**src/rtl/lsu_pkg.sv**
```systemverilog
// Shared encodings for the load/store unit: FSM states and fault codes.
package lsu_pkg;

    typedef enum logic [1:0] {
        ST_IDLE = 2'd0,
        ST_BUSY = 2'd1,
        ST_DONE = 2'd2
    } lsu_state_t;

    localparam logic [1:0] FAULT_NONE     = 2'b00;
    localparam logic [1:0] FAULT_MISALIGN = 2'b01;
    localparam logic [1:0] FAULT_TIMEOUT  = 2'b10;

endpackage

```
**src/rtl/lsu_timeout_ctr.sv**
```systemverilog
// Counts cycles spent waiting on memory; expired marks the last allowed BUSY cycle.
module lsu_timeout_ctr #(
    parameter int TIMEOUT = 15
) (
    input  logic clk,
    input  logic rst,
    input  logic en,
    input  logic clr,
    output logic expired
);

    localparam int CW = $clog2(TIMEOUT + 1);
    // The count is 0 during the first BUSY cycle, so TIMEOUT-1 is the final one.
    localparam logic [CW-1:0] LAST = CW'(TIMEOUT - 1);

    logic [CW-1:0] cnt_q, cnt_d;

    always_comb begin
        cnt_d = cnt_q;
        if (clr) begin
            cnt_d = '0;
        end else if (en) begin
            cnt_d = cnt_q + CW'(1);
        end
    end

    always_ff @(posedge clk) begin
        if (!rst) begin
            cnt_q <= '0;
        end else begin
            cnt_q <= cnt_d;
        end
    end

    assign expired = en && (cnt_q == LAST);

endmodule

```
**src/rtl/load_store_unit.sv**
```systemverilog
// Multi-cycle data-memory stage: req/ack to memory, core stall, load writeback pulse, faults.
// Handshake: mem_req rises with BUSY and stays high with stable we/addr/wdata until the cycle mem_ack is seen.
module load_store_unit
    import lsu_pkg::*;
#(
    parameter int ADDR_W  = 32,
    parameter int DATA_W  = 32,
    parameter int TIMEOUT = 15
) (
    input  logic              clk,
    input  logic              rst,
    input  logic              ex_read,
    input  logic              ex_write,
    input  logic [ADDR_W-1:0] ex_addr,
    input  logic [DATA_W-1:0] ex_wdata,
    input  logic [3:0]        ex_dest,
    output logic              stall,
    output logic              wb_valid,
    output logic [3:0]        wb_reg,
    output logic [DATA_W-1:0] wb_data,
    output logic              ls_done,
    output logic              fault,
    output logic [1:0]        fault_code,
    output logic              mem_req,
    output logic              mem_we,
    output logic [ADDR_W-1:0] mem_addr,
    output logic [DATA_W-1:0] mem_wdata,
    input  logic              mem_ack,
    input  logic [DATA_W-1:0] mem_rdata,
    output logic [1:0]        dbg_state
);

    lsu_state_t        state_q, state_d;
    logic              we_q, we_d;
    logic [ADDR_W-1:0] addr_q, addr_d;
    logic [DATA_W-1:0] wdata_q, wdata_d;
    logic [3:0]        dest_q, dest_d;
    logic [3:0]        wb_reg_q, wb_reg_d;
    logic [DATA_W-1:0] wb_data_q, wb_data_d;
    logic              fault_q, fault_d;
    logic [1:0]        fault_code_q, fault_code_d;
    logic              busy, expired;

    assign busy = (state_q == ST_BUSY);

    lsu_timeout_ctr #(.TIMEOUT(TIMEOUT)) u_timeout (
        .clk     (clk),
        .rst     (rst),
        .en      (busy),
        .clr     (!busy || mem_ack),
        .expired (expired)
    );

    always_comb begin
        state_d      = state_q;
        we_d         = we_q;
        addr_d       = addr_q;
        wdata_d      = wdata_q;
        dest_d       = dest_q;
        wb_reg_d     = wb_reg_q;
        wb_data_d    = wb_data_q;
        fault_d      = 1'b0;
        fault_code_d = fault_code_q;
        stall        = 1'b0;
        case (state_q)
            ST_IDLE: begin
                if (ex_read || ex_write) begin
                    stall   = 1'b1;
                    addr_d  = ex_addr;
                    wdata_d = ex_wdata;
                    dest_d  = ex_dest;
                    we_d    = ex_write;
                    if (ex_addr[1:0] != 2'b00) begin
                        fault_d      = 1'b1;
                        fault_code_d = FAULT_MISALIGN;
                    end else begin
                        state_d = ST_BUSY;
                    end
                end
            end
            ST_BUSY: begin
                stall = 1'b1;
                // An ack in the final allowed cycle still completes the access.
                if (mem_ack) begin
                    state_d = ST_DONE;
                    if (!we_q) begin
                        wb_reg_d  = dest_q;
                        wb_data_d = mem_rdata;
                    end
                end else if (expired) begin
                    state_d      = ST_IDLE;
                    fault_d      = 1'b1;
                    fault_code_d = FAULT_TIMEOUT;
                end
            end
            ST_DONE: begin
                state_d = ST_IDLE;
            end
            default: begin
                state_d = ST_IDLE;
            end
        endcase
    end

    always_ff @(posedge clk) begin
        if (!rst) begin
            state_q      <= ST_IDLE;
            we_q         <= 1'b0;
            addr_q       <= '0;
            wdata_q      <= '0;
            dest_q       <= '0;
            wb_reg_q     <= '0;
            wb_data_q    <= '0;
            fault_q      <= 1'b0;
            fault_code_q <= FAULT_NONE;
        end else begin
            state_q      <= state_d;
            we_q         <= we_d;
            addr_q       <= addr_d;
            wdata_q      <= wdata_d;
            dest_q       <= dest_d;
            wb_reg_q     <= wb_reg_d;
            wb_data_q    <= wb_data_d;
            fault_q      <= fault_d;
            fault_code_q <= fault_code_d;
        end
    end

    assign mem_req    = busy;
    assign mem_we     = busy && we_q;
    assign mem_addr   = {addr_q[ADDR_W-1:2], 2'b00};
    assign mem_wdata  = wdata_q;
    assign ls_done    = (state_q == ST_DONE);
    assign wb_valid   = (state_q == ST_DONE) && !we_q;
    assign wb_reg     = wb_reg_q;
    assign wb_data    = wb_data_q;
    assign fault      = fault_q;
    assign fault_code = fault_code_q;
    assign dbg_state  = state_q;

endmodule

```
**config.mk**
```make
export PLATFORM = sky130hd
export DESIGN_NAME = load_store_unit
export DESIGN_NICKNAME = d
export VERILOG_FILES = /design/src/rtl/lsu_pkg.sv /design/src/rtl/lsu_timeout_ctr.sv /design/src/rtl/load_store_unit.sv
export SDC_FILE = /design/constraint.sdc
export NUM_CORES = 1
export LEC_CHECK = 0
export ABC_AREA = 1
export CAP_MARGIN = 20
export CORE_AREA = 8 8 94 160
export CTS_CLUSTER_DIAMETER = 80
export DETAILED_ROUTE_END_ITERATION = 8
export DIE_AREA = 0 0 102 168
export PLACE_DENSITY = 0.75
export SYNTH_ARGS = -nofsm -noshare
export SYNTH_HDL_FRONTEND = slang
export SYNTH_SLANG_ARGS = --single-unit
```
**constraint.sdc**
```tcl
create_clock -name clk -period 3.8 [get_ports clk]
set_input_delay 0.76 -clock clk [delete_from_list [all_inputs] [get_ports clk]]
set_output_delay 0.76 -clock clk [all_outputs]
set_load 0.05 [all_outputs]
```
==> results of run 1 <==
logic make-up after synthesis:
kind of cell	synth area share, %
fa+ha+maj	0.622
flops	55.7
simple gates	23.4
xor+xnor	0.218
other cells	0.0932
compound gates	13.5
buf+inv	6.38
stage by stage:
step / instances / area [µm²] / worst slack [ps] / power, µW / utilization, %
after floorplan: 512 / 4030 / 1170 / 1760 / -
after global placement: 864 / 6200 / 857 / 2060 / 48.5
after detailed placement: 865 / 6220 / 921 / 2070 / 48.6
after CTS: 881 / 6500 / 914 / 2980 / 50.8
after global routing: 881 / 6500 / 796 / 3070 / 50.8
final: 881 / 6500 / 950 / 2930 / 50.8
worst min-delay path by stage:
stage | startpoint | to | slack [ps] | cells past startpoint
after floorplan | u_timeout.cnt_q[0] | u_timeout.cnt_q[0] | 430 | 1
after global routing | mem_wdata[2] | mem_wdata[2] | 500 | 2
after global placement | u_timeout.cnt_q[0] | u_timeout.cnt_q[0] | 450 | 1
after detailed placement | u_timeout.cnt_q[0] | u_timeout.cnt_q[0] | 460 | 1
final | fault_code[1] | fault_code[1] | 470 | 2
after CTS | u_timeout.cnt_q[0] | u_timeout.cnt_q[0] | 480 | 1
synthesized netlist by cell type:
library cell	instances
a21oi_1	3
buf_2	8
buf_4	3
buf_6	6
clkbuf_1	15
clkbuf_2	1
conb_1	1
dfxtp_1	112
ha_1	2
inv_1	14
inv_4	2
nand2_1	14
nand2_2	2
nand2_4	1
nand3_1	5
nor2_1	209
nor2_2	5
nor2_8	1
nor3_1	1
o21ai_0	97
o21ai_1	7
o32ai_1	1
xnor2_1	1
per-layer routing:
metal | part of all wire [%] | vias up | track usage, % | routed length [µm]
li1 | - | 2004 | - | -
met1 | 39 | 1782 | 15.8 | 5010
met2 | 52 | 120 | 25.9 | 6730
met3 | 7.3 | 10 | 4.17 | 947
met4 | 1.8 | 0 | 5.59 | 237
met5 | 0 | - | 0 | 0
area by class of cell:
cell class / instances / area (µm²)
Fill cell: 1280 / 6290
Sequential cell: 112 / 2240
Timing Repair Buffer: 215 / 2170
Multi-Input combinational cell: 351 / 1530
Clock buffer: 11 / 243
Tap cell: 171 / 214
Inverter: 16 / 65.1
Clock inverter: 5 / 38.8
power by group through the flow:
stage | clock (µW) | combinational [µW] | sequential (µW)
after floorplan | 0 | 164 | 1600
final | 896 | 740 | 1300
after global placement | 0 | 741 | 1320
after global routing | 973 | 782 | 1310
after CTS | 936 | 748 | 1300
after detailed placement | 0 | 747 | 1330
critical path: cells and delay by family:
| family | cells | cell delay (ps) |
|---|---|---|
| buffers and inverters | 3 | 690 |
| and+or+nand+nor | 3 | 630 |
==> summary.md, run 1 <==
| Metric | Value |
|---|---|
| PwrDens | ~450 nW/µm² |
| CTS Hold Buffers Added | 0 |
| Slew @ Worst Pin | around 700 ps |
| Fmax | about 350 MHz |
| Worst Setup EP | stall |
| Core box area | ~13,000 µm² |
| H-tree levels | 3 |
| Post-CTS setup buffer count | 0 |
| Via Count | ~3.9k |
| Largest net degree at the start of global routing | 65 |
| Remaining Overflow, GRT | 0 |
| Reg2reg start | dbg_state[0] |
| Crit path DAT | ~2100 ps |
| Largest stage delay, worst path | roughly 430 ps |
| Clk_skew | between 8 and 9 ps |
| IO buf count | 212 |
| VDD IR max | between 200 and 250 µV |
| Combinational power share | 25.2% |
| Mapped Area | 4020 µm² |
| Critical path peak fanout | 29 |
| DRC viols | 0 |
| Slew HR | about 53% |
| Fin Hold WS | roughly 470 ps |
| Yosys cell types | 23 |
| Final HPWL DP | 9740 µm |
| Die H | about 170 µm |
| Min cycle time layout | approximately 2900 ps |
| Yosys synthesis warning count | 0 |
| Final hold vios | 0 |
| CP Cell Sequence | clkdlybuf4s50_1 > inv_1 > nand2_1 > nand2_2 > nand2_1 > buf_12 |
| Worst setup EP type | output port |
| Most used cell, CP | nand2_1 |
| Synth area leader | dfxtp_1 |
| Req. time, crit path | 3040 ps |
| Via density per instance | between 4 and 5 |
| CTS root buffer | clkbuf_16 |
| Iteration-0 DRC Markers | 132 |
| Top-area cell type share of the netlist area | a little under three fifths |
| Cell internal pwr | about 2000 µW |
| #FFs+latches synth | between 100 and 150 |
| Slowest stage cell, crit path | clkdlybuf4s50_1 |
| WL final | around 13,000 µm |
| CTS sink cnt | around 110 |
| Die width | ~100 µm |
| Leak Pwr | ~0.0027 µW |
| Detailed Routing Iterations Pass 1 | 4 |
| Setup_tns | 0 ps |
| Die area | approximately 17,000 µm² |
| RR Endpoint | addr_q[9] |
| Critical path launch point | ex_write |
| Antenna cell count | 0 |
| CTS buffer count | 9 |
| HP Class | register to register |
| Post-DRT Antenna Nets | 0 |
| Net Sw Power | between 900 and 1000 µW |
| Period utilisation layout | approximately 75% |
| Seq pwr share | around 44% |
| RSZ-0062 raised after global routing | no |
| Worst R2R Path Depth | 6 |
| Io pins | roughly 220 |
| Share of post-route cells with drive strength above 1 | 4.51% |
| Fin. max-slew vios | 0 |
| Initial Util | about a third |
| PostCTS Resize Cnt | 0 |
| Worst-case clock buffer depth | 2 |
| Status | complete, no violations |
| Top cells by area, synth | dfxtp_1 (56%), nor2_1 (20%), o21ai_0 (12%), buf_6 (1.7%), clkbuf_1 (1.4%) |
| Rows | 55 |
| Startpoint Class | input pin |
| Mean Syn Cell Area | around 7.9 µm² |
| Syn-to-layout area delta | 61.7% |
| Number of max-cap violations | 0 |
| Final setup fails | 0 |
| Clock power frac | a little under a third |
| Post-DR wirelength/cell | 14.7 µm |
| Commonest non-fill, non-tap cells in the layout | clkdlybuf4s50_1 (210), nor2_1 (209), dfxtp_1 (112), o21ai_0 (97), nand2_1 (14) |
| Switch share | between 30% and 40% |
| First-pass GRT wire length | between 15,000 and 20,000 µm |
| Sequential share of the synthesized area | 55.7% |
| TritonCTS clock tree | yes |
| GR Util All Layers | between 10% and 20% |
| Critical path class | input pin to output port |
| Clock Latency Late Sink | between 300 and 400 ps |
| Clock-pin slew on the worst setup and hold paths | around 70 ps |
| Most common cell after layout, fill and taps aside | clkdlybuf4s50_1 |
| Vias in the first global route | ~3.7k |
| Mapped Cells | 511 |
| Routability-driven placement congestion ratio | 0.788 |
| Setup slack, reg-to-reg | ~1900 ps |
| Initial antenna violation count | 0 |
| Net count, final | between 800 and 900 |
Power figures use the tool's default switching activity.
==> run 2, diff against run 1 <==
clock period = 2.8 ns   (was 3.8 ns; I/O delays follow)
==> summary.md, run 2 (synthesis results as in run 1) <==
| Metric | Value |
|---|---|
| Net count, final | 816 (was 812) |
| Cell internal pwr | 2710 µW (was 2000 µW) |
| TritonCTS clock tree | yes (unchanged) |
| Worst-case clock buffer depth | 2 (unchanged) |
| Combinational power share | 25.1% (was 25.2%) |
| Period utilisation layout | 87.0% |
| Worst setup EP type | output port (unchanged) |
| Via density per instance | 4.39 (was 4.44) |
| Setup ws final | 363 ps (was 950 ps) |
| Iteration-0 DRC Markers | 110 (was 132) |
| Fin. max-slew vios | 0 (unchanged) |
| Remaining Overflow, GRT | 0 (unchanged) |
| CTS sink cnt | 112 (unchanged) |
| Initial antenna violation count | 0 (unchanged) |
| Post-Place Setup Slack | 619 ps (was 921 ps) |
| Die H | 168 µm (unchanged) |
| Clk_skew | 11.4 ps (was 8.40 ps) |
| CTS buffer count | 9 (unchanged) |
| CTS root buffer | clkbuf_16 (unchanged) |
| Seq pwr share | 44.1% (was 44.2%) |
| Initial Util | 31.4% (unchanged) |
| Clock-pin slew on the worst setup and hold paths | 80 ps (was 70 ps) |
| Critical path peak fanout | 8 (was 29) |
| Critical path class | register to output port (was input pin to output port) |
| Pwr Total | 4000 µW (was 2930 µW) |
| VDD IR max | 296 µV (was 212 µV) |
| Final HPWL DP | 9900 µm (was 9740 µm) |
| Slew @ Worst Pin | 576 ps (was 702 ps) |
| Routability-driven placement congestion ratio | 0.754 (was 0.788) |
| Antenna cell count | 0 (unchanged) |
| Die width | 102 µm (unchanged) |
| Number of fill cells | 1,251 (was 1,280) |
| PwrDens | 614 nW/µm² (was 451 nW/µm²) |
| First-pass GRT wire length | 20,200 µm (was 19,900 µm) |
| Io pins | 215 (unchanged) |
| Syn-to-layout area delta | 61.8% (was 61.7%) |
| Commonest non-fill, non-tap cells in the layout | clkdlybuf4s50_1 (210), nor2_1 (209), dfxtp_1 (112), o21ai_0 (97), nand2_1 (14) (unchanged) |
| DRC viols | 0 (unchanged) |
| Post-DR wirelength/cell | 14.8 µm (was 14.7 µm) |
| Fin Hold WS | 468 ps (was 472 ps) |
| Core box area | 12,800 µm² (unchanged) |
| Detailed Routing Iterations Pass 1 | 4 (unchanged) |
| Largest net degree at the start of global routing | 57 (was 65) |
| Post-CTS setup buffer count | 0 (unchanged) |
| Rows | 55 (unchanged) |
| Min cycle time layout | 2440 ps |
| GR Util All Layers | 15.1% (was 14.7%) |
| Share of post-route cells with drive strength above 1 | 5.05% (was 4.51%) |
| Via Count | 3,885 (was 3,916) |
| Status | complete, no violations (unchanged) |
| Final hold vios | 0 (unchanged) |
| Post-DRT Antenna Nets | 0 (unchanged) |
| Startpoint Class | register (was input pin) |
| Setup_tns | 0 ps (unchanged) |
| Most common cell after layout, fill and taps aside | clkdlybuf4s50_1 (unchanged) |
| CTS Hold Buffers Added | 0 (unchanged) |
| Slew HR | 61.5% (was 53.2%) |
| Number of max-cap violations | 0 (unchanged) |
| Fmax | approximately 400 MHz |
| Vias in the first global route | 3,733 (was 3,720) |
| WL final | 13,100 µm (was 12,900 µm) |
| H-tree levels | 3 (unchanged) |
| Leak Pwr | 0.00271 µW (was 0.00270 µW) |
| Final setup fails | 0 (unchanged) |
| RSZ-0062 raised after global routing | no (unchanged) |
| Post-layout instance area | 6510 µm² (was 6500 µm²) |
| HP Class | register to register (unchanged) |
| PostCTS Resize Cnt | 0 (unchanged) |
| DP Area | 6230 µm² (was 6220 µm²) |
| Net Sw Power | 1280 µW (was 932 µW) |
| Die area | 17,100 µm² (unchanged) |
| Switch share | 32.1% (was 31.8%) |
| Clock power frac | 30.8% (was 30.6%) |
| Req. time, crit path | 2240 ps (was 3040 ps) |
| IO buf count | 212 (unchanged) |
| Crit path DAT | 1880 ps (was 2090 ps) |
| Clock Latency Late Sink | 350 ps (was 340 ps) |
-- run 2: through the flow --
step	util, %	std cells
2_1_floorplan	-	512
3_3_place_gp	48.7	869
3_5_place_dp	48.7	869
4_1_cts	50.8	884
5_1_grt	50.8	884
6_report	50.8	884
-- run 2: metal layers --
metal / vias to the layer above / wire length (µm) / track usage [%]
met3: 18 / 1030 / 4.38
met5: - / 0 / 0
li1: 2007 / - / -
met4: 0 / 336 / 7.26
met2: 128 / 6900 / 27.1
met1: 1732 / 4830 / 15.4
-- run 2: cell type report --
type                       instances  area [µm²]  share of cell area [%]
inverter                          16        65.1                    1.00
clock buffer                      10         239                    3.67
sequential                       112        2240                    34.5
tap                              171         214                    3.29
timing repair buffer             219        2180                    33.5
clock inverter                     5        40.0                   0.615
multi-input combinational        351        1530                    23.5
-- run 2: path summary, 6_finish.rpt --
path	from	to	slack (ps)	depth (start not counted)
max	dbg_state[0]	mem_we	360	3
min	u_timeout.cnt_q[0]	u_timeout.cnt_q[0]	470	1
max reg2reg	dbg_state[0]	wb_reg[3]	1230	7
min reg2reg	u_timeout.cnt_q[0]	u_timeout.cnt_q[0]	470	1
-- run 2: critical path, cell delays in order, from the launching register on --
cell             delay (ps)
dfxtp_1                 420
nand2_2                 160
nor2_1                  120
clkdlybuf4s50_1         820
-- run 2: power groups by stage --
| stage | sequential (µW) | combinational (µW) | clock [µW] |
|---|---|---|---|
| floorplan | 2170 | 222 | 0 |
| global placement | 1790 | 1010 | 0 |
| detailed placement | 1800 | 1020 | 0 |
| CTS | 1760 | 1020 | 1280 |
| global route | 1780 | 1060 | 1340 |
| finish | 1760 | 1000 | 1230 |
